==> src/rtl/keypad_entry_buffer_if.sv <==
// Keypad scanner input pair and the entry buffer outputs.
// The buffer is the slave. The scanner and any display or consumer logic use the master side.
interface keypad_entry_buffer_if #(
    parameter int unsigned DIGITS = 4
);
    logic [4:0]          key_value;
    logic                key_ready;
    logic [4*DIGITS-1:0] entry_bcd;
    logic [2:0]          digit_count;
    logic [4*DIGITS-1:0] entry_value;
    logic                entry_valid;
    logic                key_event;
    logic                overflow;

    modport master (
        output key_value,
        output key_ready,
        input  entry_bcd,
        input  digit_count,
        input  entry_value,
        input  entry_valid,
        input  key_event,
        input  overflow
    );

    modport slave (
        input  key_value,
        input  key_ready,
        output entry_bcd,
        output digit_count,
        output entry_value,
        output entry_valid,
        output key_event,
        output overflow
    );
endinterface

==> src/rtl/keypad_entry_buffer.sv <==
// Debounces keypad presses, acts once per press, and accumulates BCD digits.
// Clear, backspace and enter are edit commands. Enter publishes the number with a one-cycle pulse.
module keypad_entry_buffer #(
    parameter int unsigned DIGITS      = 4,
    parameter int unsigned HOLD_CYCLES = 1000
) (
    input logic                  clk,
    input logic                  rst,
    keypad_entry_buffer_if.slave kb
);
    localparam int unsigned CntW = (HOLD_CYCLES < 2) ? 1 : $clog2(HOLD_CYCLES + 1);
    localparam logic [CntW-1:0] HoldMax  = CntW'(HOLD_CYCLES);
    localparam logic [CntW-1:0] HoldLast = CntW'(HOLD_CYCLES - 1);
    localparam logic [CntW-1:0] CntOne   = CntW'(1);
    localparam logic [2:0]      DigMax   = 3'(DIGITS);

    typedef enum logic [1:0] {StIdle, StQualify, StAct, StRelease} state_e;

    state_e              state_q, state_d;
    logic [CntW-1:0]     cnt_q, cnt_d;
    logic [4:0]          cand_q, cand_d;
    logic                rdy_meta_q, rdy_s_q;
    logic [4:0]          code_meta_q, code_s_q;
    logic [4*DIGITS-1:0] bcd_q, bcd_d;
    logic [2:0]          count_q, count_d;
    logic [4*DIGITS-1:0] value_q, value_d;
    logic                valid_q, valid_d;
    logic                event_q, event_d;
    logic                ovf_q, ovf_d;
    logic [4*DIGITS-1:0] bcd_shl;

    always_ff @(posedge clk) begin
        if (rst) begin
            rdy_meta_q  <= 1'b0;
            rdy_s_q     <= 1'b0;
            code_meta_q <= '0;
            code_s_q    <= '0;
            state_q     <= StIdle;
            cnt_q       <= '0;
            cand_q      <= '0;
            bcd_q       <= '0;
            count_q     <= '0;
            value_q     <= '0;
            valid_q     <= 1'b0;
            event_q     <= 1'b0;
            ovf_q       <= 1'b0;
        end else begin
            rdy_meta_q  <= kb.key_ready;
            rdy_s_q     <= rdy_meta_q;
            code_meta_q <= kb.key_value;
            code_s_q    <= code_meta_q;
            state_q     <= state_d;
            cnt_q       <= cnt_d;
            cand_q      <= cand_d;
            bcd_q       <= bcd_d;
            count_q     <= count_d;
            value_q     <= value_d;
            valid_q     <= valid_d;
            event_q     <= event_d;
            ovf_q       <= ovf_d;
        end
    end

    always_comb begin
        state_d = state_q;
        cnt_d   = cnt_q;
        cand_d  = cand_q;
        bcd_d   = bcd_q;
        count_d = count_q;
        value_d = value_q;
        valid_d = 1'b0;
        event_d = 1'b0;
        ovf_d   = 1'b0;
        bcd_shl = bcd_q << 4;
        bcd_shl[3:0] = cand_q[3:0];

        case (state_q)
            StIdle: begin
                if (rdy_s_q) begin
                    cand_d  = code_s_q;
                    cnt_d   = CntOne;
                    state_d = StQualify;
                end
            end
            StQualify: begin
                if (!rdy_s_q || (code_s_q != cand_q)) begin
                    cnt_d   = '0;
                    state_d = StIdle;
                end else if (cnt_q == HoldMax) begin
                    state_d = StAct;
                end else begin
                    cnt_d = cnt_q + CntOne;
                end
            end
            StAct: begin
                event_d = 1'b1;
                cnt_d   = '0;
                state_d = StRelease;
                if (cand_q < 5'd10) begin
                    if (count_q < DigMax) begin
                        bcd_d   = bcd_shl;
                        count_d = count_q + 3'd1;
                    end else begin
                        ovf_d = 1'b1;
                    end
                end else begin
                    case (cand_q)
                        5'd10: begin
                            bcd_d   = '0;
                            count_d = '0;
                        end
                        5'd11: begin
                            if (count_q != 3'd0) begin
                                bcd_d   = bcd_q >> 4;
                                count_d = count_q - 3'd1;
                            end
                        end
                        5'd12: begin
                            if (count_q != 3'd0) begin
                                value_d = bcd_q;
                                valid_d = 1'b1;
                                bcd_d   = '0;
                                count_d = '0;
                            end
                        end
                        default: ;
                    endcase
                end
            end
            StRelease: begin
                // Any high sample restarts the release window; code changes are ignored here.
                if (rdy_s_q) begin
                    cnt_d = '0;
                end else if (cnt_q == HoldLast) begin
                    cnt_d   = '0;
                    state_d = StIdle;
                end else begin
                    cnt_d = cnt_q + CntOne;
                end
            end
            default: state_d = StIdle;
        endcase
    end

    assign kb.entry_bcd   = bcd_q;
    assign kb.digit_count = count_q;
    assign kb.entry_value = value_q;
    assign kb.entry_valid = valid_q;
    assign kb.key_event   = event_q;
    assign kb.overflow    = ovf_q;
endmodule

==> src/flat_wrapper.sv <==
// flat-port wrapper written by rule: the top's interface ports become plain ports
module keypad_entry_buffer_flat 
#(
    parameter int unsigned DIGITS      = 4,
    parameter int unsigned HOLD_CYCLES = 1000
)
  (clk, rst, kb_key_value, kb_key_ready, kb_entry_bcd, kb_digit_count, kb_entry_value, kb_entry_valid, kb_key_event, kb_overflow);
  keypad_entry_buffer_if #(.DIGITS(DIGITS)) kb_i ();
  input logic clk;
  input logic rst;
  input wire logic [$bits(kb_i.key_value)-1:0] kb_key_value;
  input wire logic [$bits(kb_i.key_ready)-1:0] kb_key_ready;
  output wire logic [$bits(kb_i.entry_bcd)-1:0] kb_entry_bcd;
  output wire logic [$bits(kb_i.digit_count)-1:0] kb_digit_count;
  output wire logic [$bits(kb_i.entry_value)-1:0] kb_entry_value;
  output wire logic [$bits(kb_i.entry_valid)-1:0] kb_entry_valid;
  output wire logic [$bits(kb_i.key_event)-1:0] kb_key_event;
  output wire logic [$bits(kb_i.overflow)-1:0] kb_overflow;
  assign kb_i.key_value = kb_key_value;
  assign kb_i.key_ready = kb_key_ready;
  assign kb_entry_bcd = kb_i.entry_bcd;
  assign kb_digit_count = kb_i.digit_count;
  assign kb_entry_value = kb_i.entry_value;
  assign kb_entry_valid = kb_i.entry_valid;
  assign kb_key_event = kb_i.key_event;
  assign kb_overflow = kb_i.overflow;
  keypad_entry_buffer #(.DIGITS(DIGITS), .HOLD_CYCLES(HOLD_CYCLES)) u_core (.clk(clk), .rst(rst), .kb(kb_i));
endmodule
==> config.mk <==
export PLATFORM = sky130hd
export DESIGN_NAME = keypad_entry_buffer_flat
export DESIGN_NICKNAME = d
export VERILOG_FILES = /design/src/rtl/keypad_entry_buffer_if.sv /design/src/rtl/keypad_entry_buffer.sv /design/src/flat_wrapper.sv
export SDC_FILE = /design/constraint.sdc
export NUM_CORES = 1
export LEC_CHECK = 0
export CAP_MARGIN = 20
export CORE_MARGIN = 1.5
export CORE_UTILIZATION = 53
export DETAILED_ROUTE_END_ITERATION = 12
export GPL_TIMING_DRIVEN = 0
export PLACE_DENSITY = 0.87
export SYNTH_ARGS = -nofsm -noshare
export SYNTH_HDL_FRONTEND = slang
export SYNTH_SLANG_ARGS = --single-unit
==> constraint.sdc <==
create_clock -name clk -period 2 [get_ports clk]
set_input_delay 0.2 -clock clk [delete_from_list [all_inputs] [get_ports clk]]
set_output_delay 0.2 -clock clk [all_outputs]
set_load 0.01 [all_outputs]
* Yosys cells after proc, flatten, opt, wreduce, memory -nomap -nowiden
Index checks and enable logic that the tools add are counted.
** Storage, ports and cells
- Register bits after elaboration :: 67
- Bits of input ports :: 8
- Logic and storage cells :: 75
** Operators by class
- Add/sub/neg operators :: 3
- Order comparisons :: 2
- Equal/unequal tests :: 17
- Mux-type cells :: 25
- Bitwise operators :: 3
- Reductions and logical operators :: 12
** Operator list (count)
- 16-bit two-way mux :: 4
- 10-bit two-way mux :: 5
- 16-bit case mux with 3 select lines :: 1
- 10-bit case mux with 4 select lines :: 1
- 10-bit == test (second input constant) :: 2
- 5-bit by 4-bit == test with 1-bit output (second input constant) :: 3
- 3-bit two-way mux :: 4
- 10-bit by 1-bit adder with 10-bit output (second input constant) :: 1
- 2-bit two-way mux :: 5
- 3-bit by 1-bit inequality test with 1-bit output (second input constant) :: 3
- 3-bit case mux with 3 select lines :: 1
- 2-bit case mux with 4 select lines :: 1
- 4-bit AND reduction :: 2
- 5-bit by 4-bit < comparator with 1-bit output (second input constant) :: 1
- 5-bit inequality test :: 1
- 5-bit AND reduction :: 1
- 2-bit == test (second input constant) :: 2
- 2-bit by 1-bit inequality test with 1-bit output (second input constant) :: 2
- 2-bit inequality test (second input constant) :: 2
- 2-bit AND reduction :: 2
- 4-bit nonzero test :: 1
- 4-bit OR reduction :: 1
- 3-bit by 1-bit adder with 3-bit output (second input constant) :: 1
- 3-bit < comparator (second input constant) :: 1
- 10 further kinds :: 14

* Longest topological paths before layout
- Depth after elaboration :: 4
- Gate-level depth with buffers :: 8
- Depth with buffers taken out :: 7

* Worst setup path after synthesis
Ideal clock, no wire load.
- Kind :: reg-to-reg
- Start :: reg u_core.count_q[0] (netlist: u_core.kb.digit_count[0])
- End :: reg u_core.count_q[0] (netlist: u_core.kb.digit_count[0])
- Arrival time :: 1.676 ns
- Path slack :: 0.196 ns
- Cell stages (with the launch flop) :: 9
- Buffers on the path :: 1
- Period minus slack after synthesis :: 1.804 ns
- Cell sequence :: dfxtp_1 -> inv_1 -> ha_1 -> nand2b_1 -> o21ai_0 -> a211oi_2 -> buf_2 -> mux2i_1 -> nor2_1
** Between the ends
- Cells in the longest elaborated chain, start to end :: 4
- Elaborated cells on any way between the ends :: 12
- Those cells by class :: 2 x add/sub; 1 x order compare; 3 x eq/ne; 4 x mux; 2 x reduce/logical
** Ends and longest elaborated chain
- from (decl) :: line keypad_entry_buffer.sv:25 : logic [2:0] count_q, count_d;
- from (signal assigned) :: line keypad_entry_buffer.sv:56 : count_q <= count_d;
- 3-bit by 1-bit subtractor with 3-bit output :: line keypad_entry_buffer.sv:115 : count_d = count_q - 3'd1;
- 3-bit two-way mux :: line keypad_entry_buffer.sv:113 : if (count_q != 3'd0) begin
- 3-bit case mux with 3 select lines :: line keypad_entry_buffer.sv:107 : case (cand_q)
- 3-bit two-way mux :: line keypad_entry_buffer.sv:99 : if (cand_q < 5'd10) begin
Several ways; a longest one is shown, not always the timed one. The select of a mux whose other input is x is not followed.
A chain may end at the register's enable or synchronous reset.

* Worst setup path in the final report
- Start :: reg u_core.cand_q[3]
- End :: reg u_core.bcd_q[9] (netlist: u_core.kb.entry_bcd[9])
** Between the ends
- Cells in the longest elaborated chain, start to end :: 3
- Elaborated cells on any way between the ends :: 11
- Those cells by class :: 1 x order compare; 6 x eq/ne; 2 x mux; 2 x reduce/logical
** Ends and longest elaborated chain
- from (decl) :: line keypad_entry_buffer.sv:21 : logic [4:0] cand_q, cand_d;
- from (signal assigned) :: line keypad_entry_buffer.sv:54 : cand_q <= cand_d;
- 5-bit by 4-bit < comparator with 1-bit output or 5-bit by 4-bit == test with 1-bit output (tied branches) :: line keypad_entry_buffer.sv:99, keypad_entry_buffer.sv:107
- 3-bit by 1-bit inequality test with 1-bit output (no line), or another cell as far along
- 5-bit AND reduction (no line) or 16-bit two-way mux (tied branches)
- to (signal assigned) :: line keypad_entry_buffer.sv:41 : bcd_q <= '0;
- to (signal assigned) :: line keypad_entry_buffer.sv:55 : bcd_q <= bcd_d;
- to (decl) :: line keypad_entry_buffer.sv:24 : logic [4*DIGITS-1:0] bcd_q, bcd_d;
Several ways; a longest one is shown, not always the timed one.

==> impl_metrics.xml <==
<?xml version="1.0" encoding="UTF-8"?>
<metrics>
  <group name="status">
    <metric name="outcome" unit="">finished, final reports clean</metric>
  </group>
  <group name="grt">
    <metric name="grt_antenna_before_repair" unit="">0</metric>
    <metric name="grt_overflow" unit="">0</metric>
    <metric name="grt_start_max_net_pins" unit="">12</metric>
    <metric name="grt_first_pass_wirelength" unit="um">11600</metric>
    <metric name="first_global_vias" unit="">2497</metric>
    <metric name="grt_usage" unit="%">24.8</metric>
  </group>
  <group name="pwr">
    <metric name="power.leakage" unit="nW">1.43</metric>
    <metric name="vdd_drop_max" unit="mV">0.561</metric>
    <metric name="p_per_area" unit="nW/um^2">812</metric>
  </group>
  <group name="clock_tree">
    <metric name="tritoncts" unit="">built</metric>
    <metric name="clock_sink_count" unit="">67</metric>
    <metric name="cts_buffer_depth" unit="">2</metric>
    <metric name="cts.hold.buffers_added" unit="">0</metric>
    <metric name="worst_skew_pair.late_latency" unit="ps">350</metric>
    <metric name="path_clk_slew" unit="ps">80</metric>
    <metric name="tritoncts_buffer_count" unit="">9</metric>
    <metric name="cts-htree-levels" unit="">3</metric>
    <metric name="clk_root_buffer_cell" unit="">clkbuf_8</metric>
  </group>
  <group name="floorplan">
    <metric name="fp.dieArea" unit="um^2">5950</metric>
    <metric name="die_height" unit="um">77.1</metric>
    <metric name="die_w" unit="um">77.1</metric>
    <metric name="io_pins" unit="">46</metric>
    <metric name="core_area" unit="um^2">5200</metric>
    <metric name="initial_utilization" unit="%">56.0</metric>
    <metric name="placementRows" unit="">26</metric>
  </group>
  <group name="place">
    <metric name="place_area" unit="um^2">3450</metric>
    <metric name="placement.io_buffers" unit="">45</metric>
    <metric name="gp_congestion" unit="">0.843</metric>
    <metric name="detailedPlacementHpwl" unit="um">4740</metric>
  </group>
  <group name="sta">
    <metric name="final.period_utilization" unit="%">97.2</metric>
    <metric name="max-slew-margin-rel" unit="%">49.9</metric>
    <metric name="setup-tns-final" unit="ps">0</metric>
    <metric name="report.final.setup_viol" unit="">0</metric>
    <metric name="fmax" unit="MHz">514</metric>
    <metric name="timing_max_transition_violations_final" unit="">0</metric>
    <metric name="final_hold_viol_count" unit="">0</metric>
    <metric name="min_period" unit="ps">1940</metric>
    <metric name="timing.clock.skew" unit="ps">16.1</metric>
    <metric name="worst_pin_slew" unit="ps">746</metric>
  </group>
  <group name="worst_setup_path">
    <metric name="worst_r2r_startpoint" unit="">u_core.cand_q[3]</metric>
    <metric name="path_class" unit="">reg2reg</metric>
    <metric name="r2r-end" unit="">u_core.kb.entry_bcd[9]</metric>
    <metric name="critical_path.max_fanout" unit="">10</metric>
    <metric name="critPathMaxStageDelay" unit="ps">530</metric>
    <metric name="required" unit="ps">2260</metric>
    <metric name="crit_slowest_cell" unit="">or3b_2</metric>
    <metric name="ff2ff_setup_slack" unit="ps">60</metric>
    <metric name="cp_cell_sequence" unit="">or3b_2, nor2_1, clkbuf_4, a22oi_1, a211oi_1</metric>
    <metric name="startpoint_types" unit="">flop</metric>
    <metric name="worst_setup_path_end_kind" unit="">flop</metric>
    <metric name="arrival_worst_endpoint" unit="ps">2200</metric>
    <metric name="ff2ff_path_depth" unit="">5</metric>
  </group>
  <group name="min_path">
    <metric name="kind_of_path_behind_the_tightest_hold_check" unit="">in2reg</metric>
    <metric name="hold_depth" unit="">2</metric>
    <metric name="min-delay-start" unit="">kb_key_value[0]</metric>
    <metric name="worstHoldEndpoint" unit="">u_core.code_meta_q[0]</metric>
  </group>
  <group name="cells_and_area">
    <metric name="design.final.nets" unit="">380</metric>
    <metric name="layout_common_cells" unit="">66 x dfxtp_1, 45 x clkdlybuf4s50_1, 41 x nor2_1, 23 x mux2i_1, 18 x a21oi_1</metric>
    <metric name="antenna_cells" unit="">0</metric>
    <metric name="area.growth.synth_to_final" unit="%">26.8</metric>
    <metric name="stdcell_area" unit="um^2">3690</metric>
    <metric name="final_common_cell" unit="">dfxtp_1</metric>
    <metric name="post-route-util" unit="%">71.0</metric>
    <metric name="proportion_of_layout_cells_with_a_drive_suffix_above_1" unit="%">12.4</metric>
  </group>
  <group name="yosys">
    <metric name="synthesis.instances" unit="">309</metric>
    <metric name="synth_top_cell_by_area" unit="">dfxtp_1</metric>
    <metric name="ys.warnings.count" unit="">0</metric>
    <metric name="syn_area_per_cell" unit="um^2">9.43</metric>
    <metric name="syn_area" unit="um^2">2910</metric>
    <metric name="top_area_cell_type_share_of_the_netlist_area" unit="%">46.0</metric>
    <metric name="synth.yosys.seq_area_share" unit="%">46.0</metric>
    <metric name="synth_cell_type_count" unit="">48</metric>
    <metric name="cells_taking_the_most_area_after_synthesis" unit="">dfxtp_1 46%, mux2i_1 7.9%, nor2_1 5.3%</metric>
    <metric name="count_of_state_elements_after_synthesis" unit="">67</metric>
    <metric name="synth.net_count" unit="">322</metric>
  </group>
  <group name="flow_run">
    <metric name="max_cap_viol_count" unit="">0</metric>
  </group>
  <group name="route">
    <metric name="total_wirelength_of_the_detailed_routed_design" unit="um">7060</metric>
    <metric name="detail-route-antenna-nets" unit="">0</metric>
    <metric name="post_drt_via_cell_ratio" unit="">5.85</metric>
    <metric name="drt_drc_violations_left" unit="">0</metric>
    <metric name="vias" unit="">2584</metric>
    <metric name="wirelength_per_cell" unit="um">16.0</metric>
    <metric name="number_of_detailed_routing_iterations_run_before_antenna_repair" unit="">5</metric>
    <metric name="initialDrtViolationCount" unit="">265</metric>
  </group>
</metrics>
## flip-flops by register name, indices dropped and copies added (netlist names), named ones only
name,count
u_core.kb.key_event,1
u_core.code_meta_q,5
u_core.kb.entry_valid,1
u_core.kb.overflow,1
u_core.cnt_q,10
u_core.code_s_q,5
u_core.kb.entry_value,16
u_core.kb.digit_count,3
u_core.cand_q,5
u_core.rdy_s_q,1
u_core.state_q,1
u_core.rdy_meta_q,1
u_core.kb.entry_bcd,16
## synth_stat cells (all sizes together)
cell type,instances
a211oi,13
a21bo,1
a21oi,19
a221oi,1
a22oi,10
a311oi,6
a31oi,1
a41oi,1
and2,2
and3,3
buf,11
clkbuf,9
dfxtp,67
dlygate4sd3,1
ha,5
inv,5
mux2,1
mux2i,23
nand2,16
nand2b,6
nand3,15
nand3b,2
nand4,1
nand4b,3
nor2,42
nor2b,13
nor3,5
nor3b,3
nor4,4
o21a,3
o21ai,8
o221ai,1
o2bb2ai,1
or3b,1
xor2,6
## stage by stage
stage          instances  setup WS, ps  hold slack, ps  total power [mW]
3_3_place_gp         424          9.53             419              1.83
5_1_grt              442         -5.93             413              3.11
4_1_cts              440          8.79             395              2.98
2_1_floorplan        309           196             283              1.69
3_5_place_dp         424         -28.6             431              1.85
6_report             442          55.8             405              3.00
## report_power, final
part	switching (mW)	internal [mW]	total [mW]	leakage (nW)
sequential	0.0590	1.39	1.45	0.544
combinational	0.207	0.184	0.391	0.780
clock	0.519	0.642	1.16	0.106
## layout make-up
cell class	count	area (um^2)
tap	70	87.6
timing repair buffer	48	477
clock inverter	4	48.8
sequential	67	1340
fill	390	1510
multi-input combinational	216	1430
inverter	5	18.8
clock buffer	12	155
buffer	20	139
## how the worst max path moves through the flow
| stage | start | to | slack, ps | depth (start not counted) |
|---|---|---|---|---|
| after floorplan | u_core.kb.digit_count[0] | u_core.kb.digit_count[0] | 200 | 8 |
| after global placement | u_core.kb.digit_count[0] | u_core.kb.digit_count[0] | 10 | 8 |
| after detailed placement | u_core.kb.digit_count[0] | u_core.kb.entry_bcd[3] | -30 | 8 |
| after CTS | u_core.kb.digit_count[0] | u_core.kb.entry_bcd[9] | 9 | 8 |
| after global routing | u_core.cand_q[4] | u_core.kb.entry_bcd[10] | -6 | 6 |
| final | u_core.cand_q[3] | u_core.kb.entry_bcd[9] | 60 | 5 |
## routing by layer
layer	global-route usage [%]	routed length [um]	share of wire, %
met5	0	0	0
met4	14.9	106	1.5
met3	4.88	515	7.3
met2	41.1	3520	50
met1	29.4	2920	41
## critical path, delay by kind of cell, from the launching register on
| kind | cells | cell delay [ps] |
|---|---|---|
| AOI/OAI and AO/OA | 2 | 360 |
| DFF | 1 | 460 |
| buffers and inverters | 1 | 270 |
| and+or+nand+nor | 2 | 760 |
## repair_timing
action,in CTS,in global routing
gates cloned,0,1
endpoints found under the hold margin,0,0
endpoints found under the setup margin,8,25
gates resized for setup,1,9
pin swaps,1,1
buffers inserted,0,2
## logic make-up (layout without fill, tap and decap cells)
| family | after synthesis | after routing | share of synthesized area, % |
|---|---|---|---|
| AO/OA/AOI/OAI | 65 | 65 | 15.4 |
| XOR/XNOR | 6 | 6 | 1.80 |
| adder cells (fa/ha/maj) | 5 | 5 | 2.15 |
| buffers and inverters | 26 | 89 | 5.24 |
| flip-flops | 67 | 67 | 46.0 |
| multiplexers | 24 | 24 | 8.29 |
| AND/OR/NAND/NOR | 116 | 116 | 21.0 |
(Power assumes the default switching activity.)
